`config.mk`:
```
export PLATFORM = sky130hd
export DESIGN_NAME = interval_arbiter_flat
export DESIGN_NICKNAME = d
export VERILOG_FILES = /design/src/rtl/interval_arbiter_pkg.sv /design/src/rtl/interval_arbiter_if.sv /design/src/rtl/interval_arbiter_rr_pick.sv /design/src/rtl/interval_arbiter.sv /design/src/flat_wrapper.sv
export SDC_FILE = /design/constraint.sdc
export NUM_CORES = 1
export LEC_CHECK = 0
export CORE_AREA = 5 5 62 64
export CTS_BUF_LIST = sky130_fd_sc_hd__clkbuf_8
export CTS_CLUSTER_SIZE = 25
export DETAILED_ROUTE_END_ITERATION = 6
export DIE_AREA = 0 0 67 69
export HOLD_SLACK_MARGIN = 0.03
export PLACE_DENSITY = 0.81
export SLEW_MARGIN = 20
export SYNTH_ARGS = -nofsm -noshare
export SYNTH_HDL_FRONTEND = slang
export SYNTH_SLANG_ARGS = --single-unit
```
`constraint.sdc`:
```
create_clock -name clk -period 1.98 [get_ports clk]
set_input_delay 0.297 -clock clk [delete_from_list [all_inputs] [get_ports clk]]
set_output_delay 0.297 -clock clk [all_outputs]
set_load 0.01 [all_outputs]
```
`src/rtl/interval_arbiter_pkg.sv`:
```
// Shared types and default sizing for the interval arbiter.
// State encoding is common to the top and any block that needs to decode it.
package interval_arbiter_pkg;

   typedef enum logic [1:0] {
      IDLE  = 2'd0,
      COUNT = 2'd1,
      DONE  = 2'd2
   } state_e;

   localparam int NUM_REQ_DEF = 4;
   localparam int CNT_W_DEF   = 4;

endpackage

```
`src/rtl/interval_arbiter_if.sv`:
```
// Requester-side bundle: level requests and durations in; grant/done/busy/count out.
// master = requesters, slave = the arbiter.
interface interval_arbiter_if
   import interval_arbiter_pkg::*;
#(
   parameter int NUM_REQ = NUM_REQ_DEF,
   parameter int CNT_W   = CNT_W_DEF
);
   logic [NUM_REQ-1:0]       req;
   logic [NUM_REQ*CNT_W-1:0] dur;
   logic [NUM_REQ-1:0]       grant;
   logic [NUM_REQ-1:0]       done;
   logic                     busy;
   logic [CNT_W-1:0]         count_out;

   modport master (output req, dur, input grant, done, busy, count_out);
   modport slave  (input req, dur, output grant, done, busy, count_out);

endinterface

```
`src/rtl/interval_arbiter_rr_pick.sv`:
```
// Combinational round-robin selector: first set request at or above rr_ptr, wrapping.
// No state; any_req_o qualifies winner_o.
module rr_pick #(
   parameter int NUM_REQ = 4,
   parameter int IDX_W   = 2
) (
   input  logic [NUM_REQ-1:0] req_i,
   input  logic [IDX_W-1:0]   rr_ptr_i,
   output logic [IDX_W-1:0]   winner_o,
   output logic               any_req_o
);
   logic [IDX_W-1:0] sel;

   // Scan from the farthest offset down so the nearest set bit is written last and wins.
   always_comb begin
      winner_o  = '0;
      any_req_o = 1'b0;
      sel       = '0;
      for (int i = NUM_REQ - 1; i >= 0; i--) begin
         sel = IDX_W'((int'(rr_ptr_i) + i) % NUM_REQ);
         if (req_i[sel]) begin
            winner_o  = sel;
            any_req_o = 1'b1;
         end
      end
   end

endmodule

```
`src/rtl/interval_arbiter.sv`:
```
// Round-robin owner of the shared interval counter; grant 1 cycle after req, done D+1 cycles after grant.
// Requesters hold req level high for the whole interval; dropping it aborts without a done pulse.
module interval_arbiter
   import interval_arbiter_pkg::*;
#(
   parameter int NUM_REQ = NUM_REQ_DEF,
   parameter int CNT_W   = CNT_W_DEF
) (
   input  logic         clk,
   input  logic         rst_n,
   interval_arbiter_if.slave bus
);
   localparam int IDX_W = $clog2(NUM_REQ);
   localparam logic [NUM_REQ-1:0] ONE = NUM_REQ'(1);

   state_e               state_q;
   logic [IDX_W-1:0]     winner_q;
   logic [IDX_W-1:0]     rr_ptr_q;
   logic [IDX_W-1:0]     rr_ptr_d;
   logic [IDX_W-1:0]     winner;
   logic                 any_req;
   logic [CNT_W-1:0]     dur_q;
   logic [CNT_W-1:0]     dur_d;
   logic [CNT_W-1:0]     cnt_q;
   logic [NUM_REQ-1:0]   grant_q;
   logic [NUM_REQ-1:0]   done_q;
   logic                 busy_q;

   rr_pick #(
      .NUM_REQ (NUM_REQ),
      .IDX_W   (IDX_W)
   ) u_rr_pick (
      .req_i     (bus.req),
      .rr_ptr_i  (rr_ptr_q),
      .winner_o  (winner),
      .any_req_o (any_req)
   );

   always_comb begin
      dur_d = '0;
      for (int i = 0; i < NUM_REQ; i++) begin
         if (winner == IDX_W'(i)) dur_d = bus.dur[i*CNT_W +: CNT_W];
      end
   end

   assign rr_ptr_d = (winner_q == IDX_W'(NUM_REQ - 1)) ? '0 : winner_q + 1'b1;

   always_ff @(posedge clk or negedge rst_n) begin
      if (!rst_n) begin
         state_q  <= IDLE;
         winner_q <= '0;
         rr_ptr_q <= '0;
         dur_q    <= '0;
         cnt_q    <= '0;
         grant_q  <= '0;
         done_q   <= '0;
         busy_q   <= 1'b0;
      end else begin
         case (state_q)
            IDLE: begin
               done_q <= '0;
               if (any_req) begin
                  state_q  <= COUNT;
                  winner_q <= winner;
                  dur_q    <= dur_d;
                  grant_q  <= ONE << winner;
                  busy_q   <= 1'b1;
                  cnt_q    <= '0;
               end
            end
            COUNT: begin
               // Abort takes priority over the terminal compare.
               if (!bus.req[winner_q]) begin
                  state_q  <= IDLE;
                  grant_q  <= '0;
                  busy_q   <= 1'b0;
                  cnt_q    <= '0;
                  rr_ptr_q <= rr_ptr_d;
               end else if (cnt_q == dur_q) begin
                  state_q <= DONE;
                  done_q  <= ONE << winner_q;
               end else begin
                  cnt_q <= cnt_q + 1'b1;
               end
            end
            DONE: begin
               state_q  <= IDLE;
               grant_q  <= '0;
               done_q   <= '0;
               busy_q   <= 1'b0;
               cnt_q    <= '0;
               rr_ptr_q <= rr_ptr_d;
            end
            default: state_q <= IDLE;
         endcase
      end
   end

   assign bus.grant     = grant_q;
   assign bus.done      = done_q;
   assign bus.busy      = busy_q;
   assign bus.count_out = cnt_q;

endmodule
```
`src/flat_wrapper.sv`:
```
// flat-port wrapper written by rule: the top's interface ports become plain ports
module interval_arbiter_flat import interval_arbiter_pkg::*;
#(
   parameter int NUM_REQ = NUM_REQ_DEF,
   parameter int CNT_W   = CNT_W_DEF
)
  (clk, rst_n, bus_req, bus_dur, bus_grant, bus_done, bus_busy, bus_count_out);
  interval_arbiter_if #(.NUM_REQ(NUM_REQ), .CNT_W(CNT_W)) bus_i ();
  input  logic clk;
  input  logic rst_n;
  input wire logic [$bits(bus_i.req)-1:0] bus_req;
  input wire logic [$bits(bus_i.dur)-1:0] bus_dur;
  output wire logic [$bits(bus_i.grant)-1:0] bus_grant;
  output wire logic [$bits(bus_i.done)-1:0] bus_done;
  output wire logic [$bits(bus_i.busy)-1:0] bus_busy;
  output wire logic [$bits(bus_i.count_out)-1:0] bus_count_out;
  assign bus_i.req = bus_req;
  assign bus_i.dur = bus_dur;
  assign bus_grant = bus_i.grant;
  assign bus_done = bus_i.done;
  assign bus_busy = bus_i.busy;
  assign bus_count_out = bus_i.count_out;
  interval_arbiter #(.NUM_REQ(NUM_REQ), .CNT_W(CNT_W)) u_core (.clk(clk), .rst_n(rst_n), .bus(bus_i));
endmodule
```
==> out/metrics.cfg, run 1 <==
[routing]
viasPerCell = 5.28
vias = 1161
wl_um = 3200
drtPass1Iterations = 4
ant_nets = 0
wl_per_cell_um = 14.5
drtIter0Drc = 51
drc = 0

[synthesis]
netlist_area_sq_um = 1380
synth_top_family_by_area = compound AO/OA/AOI/OAI gates
synthAdderAreaFrac = 0.0816
synth-edff-count = 0
synth_xor_area_frac = 0.0254
netlist_instances = 131
syn_area_per_cell_sq_um = 10.5
synth.distinct_cells = 36
seq_area_frac_synth = 0.417
yosysWarnings = 0
synth_nets = 162
synth_compound_area_frac = 0.192
synth_seq_cells = 23
synthFlopType = dfrtp_1
synth-async-reset-ratio = 1.00
synthSimpleGateAreaFrac = 0.161
synth_mux_area_frac = 0.0898

[cts]
clkTransAtPathRegs_ns = 0.08
cts_buffer_depth = 2
cts_htree_levels = 1
cts_setup_buffers = 0
clk_latency_ns = 0.26
cts-resized-gates = 0
cts_hold_buffers = 0
cts_tree = yes
cts_root_buf = clkbuf_8
numCtsBuffers = 3
cts.sinks = 23

[critical_path]
endpoint_kind = flip-flop
endpoint = u_core.dur_q[1]$_DFFE_PN0P_
path_max_fanout = 12
cp.arrival_ns = 1.93
regToRegEndpoint = u_core.bus.count_out[2]$_DFFE_PN0P_
r2r-start = u_core.state_q[0]$_DFFE_PN0P_
required_ns = 2.11
startpoint_type = primary input
worstSetupStartpoint = bus_req[1]
r2r_slack_ns = 0.23
path_class = primary input to flip-flop
worst-r2r-cell-count = 5

[timing]
max_freq_mhz = 554
finalHoldViolCount = 0
fin_crit_sh = 0.912
min_period_ns = 1.81
finalSetupTns_ns = 0
setup_viol = 0
relSlewSlack = 0.684
fin_skew_ns = 0.00270
rsz0062_at_grt = false
maxSlewViolCount = 0
worst_pin_slew_ns = 0.474

[finish]
layout.nets = 206
multi_input_area_sq_um = 759
antennaDiodeCount = 0
regArea_sq_um = 576
fillers = 283
drive_above_1_share = 0.138
area_growth_pct = 34.8
fin_area_sq_um = 1860

[status]
outcome = finished clean

[floorplanning]
die_area_sq_um = 4620
core-area_sq_um = 3230
start_util = 0.427
die_h_um = 69
die_x_um = 67
ios = 35
rows = 21

[power]
peakVddDrop_mv = 0.700
power.leakage_nw = 0.813
powerDensity_nw_per_um2 = 1380

[global_route]
grt_max_degree = 24
grt_util_all_layers = 0.153
busiest_layer = met2
grt_pass1_wl_um = 5550
grtUsageMet3 = 0.0357
overflow = 0
grt_pass1_vias = 1185
met1_usage = 0.189
grt_use_met2 = 0.259
grt_antenna_before_repair = 0

[min_path]
hold_path_class = primary input to async pin

[place]
portBuffers = 34
dp_hpwl_um = 2580
gp_congestion = 0.837
postPlaceCellArea_sq_um = 1820

[job]
maxCapViolCount = 0

==> layout make-up <==
cell class	count	share of cell area
tap	46	0.0309
clock buffer	3	0.0222
timing repair buffer	41	0.211
sequential	23	0.309
inverter	8	0.0161
clock inverter	1	0.00202
multi-input combinational	98	0.408
==> logic make-up after synthesis <==
logic type	count (synthesis)
AO/OA/AOI/OAI	38
XOR/XNOR	4
adder cells (fa/ha/maj)	9
buffers and inverters	10
flip-flops	23
multiplexers	11
AND/OR/NAND/NOR	36
==> routing by layer <==
layer | part of all wire | wire length [um]
met1 | 0.43 | 1370
met2 | 0.51 | 1640
met5 | 0 | 0
met3 | 0.044 | 141
met4 | 0.015 | 47
==> flip-flops by register name, summed over array words and instances, names as in the netlist <==
signal	flops
u_core.bus.count_out	4
u_core.bus.done	4
u_core.bus.grant	4
u_core.dur_q	4
u_core.rr_ptr_q	2
u_core.state_q	2
u_core.winner_q	2
u_core.bus.busy	1
==> cell usage in the layout (no fill, tap or decap), drive strengths merged, types with 5 or more instances in the layout <==
cell / instances
a21oi: 5
o21ai: 11
inv: 9
dfrtp: 23
ha: 9
clkdlybuf4s50: 34
nand2: 20
mux2i: 9
o31ai: 7
buf: 7
==> power by group <==
part / switching [mW] / total, mW / leakage [nW] / internal [mW]
clock: 0.148 / 0.287 / 0.0269 / 0.138
combinational: 0.755 / 1.44 / 0.488 / 0.689
sequential: 0.173 / 0.834 / 0.298 / 0.661
==> Yosys cell counts, types with 2 or more instances <==
| cell type | n | area, sq um |
|---|---|---|
| dfrtp_1 | 23 | 576 |
| nand2_1 | 17 | 63.8 |
| o21ai_0 | 11 | 55.1 |
| ha_1 | 9 | 113 |
| mux2i_1 | 9 | 90.1 |
| inv_1 | 8 | 30.0 |
| o31ai_1 | 7 | 52.6 |
| a21oi_1 | 5 | 25.0 |
| a22o_2 | 4 | 40.0 |
| o221ai_1 | 4 | 35.0 |
| xnor2_1 | 4 | 35.0 |
| nand2_4 | 3 | 33.8 |
| nand4_1 | 2 | 12.5 |
| nor2_1 | 2 | 7.51 |
| nor3_2 | 2 | 20.0 |
==> how the worst min path moves through the flow <==
stage	start	slack, ns	cells past startpoint	end
after floorplan	rst_n	0.001	0	u_core.bus.busy$_DFFE_PN0P_
after global placement	u_core.bus.busy$_DFFE_PN0P_	0.47	2	u_core.bus.busy$_DFFE_PN0P_
after detailed placement	u_core.bus.busy$_DFFE_PN0P_	0.47	2	u_core.bus.busy$_DFFE_PN0P_
after CTS	rst_n	0.40	2	u_core.winner_q[0]$_DFFE_PN0P_
after global routing	rst_n	0.41	2	u_core.rr_ptr_q[0]$_DFFE_PN0P_
final	rst_n	0.39	2	u_core.rr_ptr_q[0]$_DFFE_PN0P_
==> critical path, cell delays in order <==
cell	delay, ns
clkdlybuf4s50_1	0.50
buf_4	0.19
nand3b_1	0.15
a2bb2oi_1	0.15
buf_4	0.23
mux2i_1	0.25
o221ai_1	0.16
==> metrics by stage <==
step | utilization | cells | setup slack [ns] | power [mW] | hold WS [ns]
after floorplan | - | 131 | 0.340 | 1.80 | 0.00141
after global placement | 0.562 | 216 | -0.0227 | 2.21 | 0.469
after detailed placement | 0.562 | 216 | -0.0881 | 2.29 | 0.470
after CTS | 0.576 | 220 | 0.192 | 2.58 | 0.397
after global routing | 0.576 | 220 | 0.0415 | 2.78 | 0.412
final | 0.576 | 220 | 0.173 | 2.56 | 0.387
Power figures use the tool's default switching activity.
==> inputs of run 2 (changes only) <==
--- a/config.mk
+++ b/config.mk
@@ -12,6 +12,7 @@
 export DIE_AREA = 0 0 67 69
 export HOLD_SLACK_MARGIN = 0.03
 export PLACE_DENSITY = 0.81
+export SKIP_CTS_REPAIR_TIMING = 1
 export SLEW_MARGIN = 20
 export SYNTH_ARGS = -nofsm -noshare
 export SYNTH_HDL_FRONTEND = slang
==> results of run 2 <==
The final DEF is identical to that of run 1; final timing and power are the same.
==> inputs of run 3 (changes only) <==
--- a/config.mk
+++ b/config.mk
@@ -5,6 +5,7 @@
 export SDC_FILE = /design/constraint.sdc
 export NUM_CORES = 1
 export LEC_CHECK = 0
+export CAP_MARGIN = 20
 export CORE_AREA = 5 5 62 64
 export CTS_BUF_LIST = sky130_fd_sc_hd__clkbuf_8
 export CTS_CLUSTER_SIZE = 25
==> results of run 3 <==
The final DEF is identical to that of run 1; final timing and power are the same.
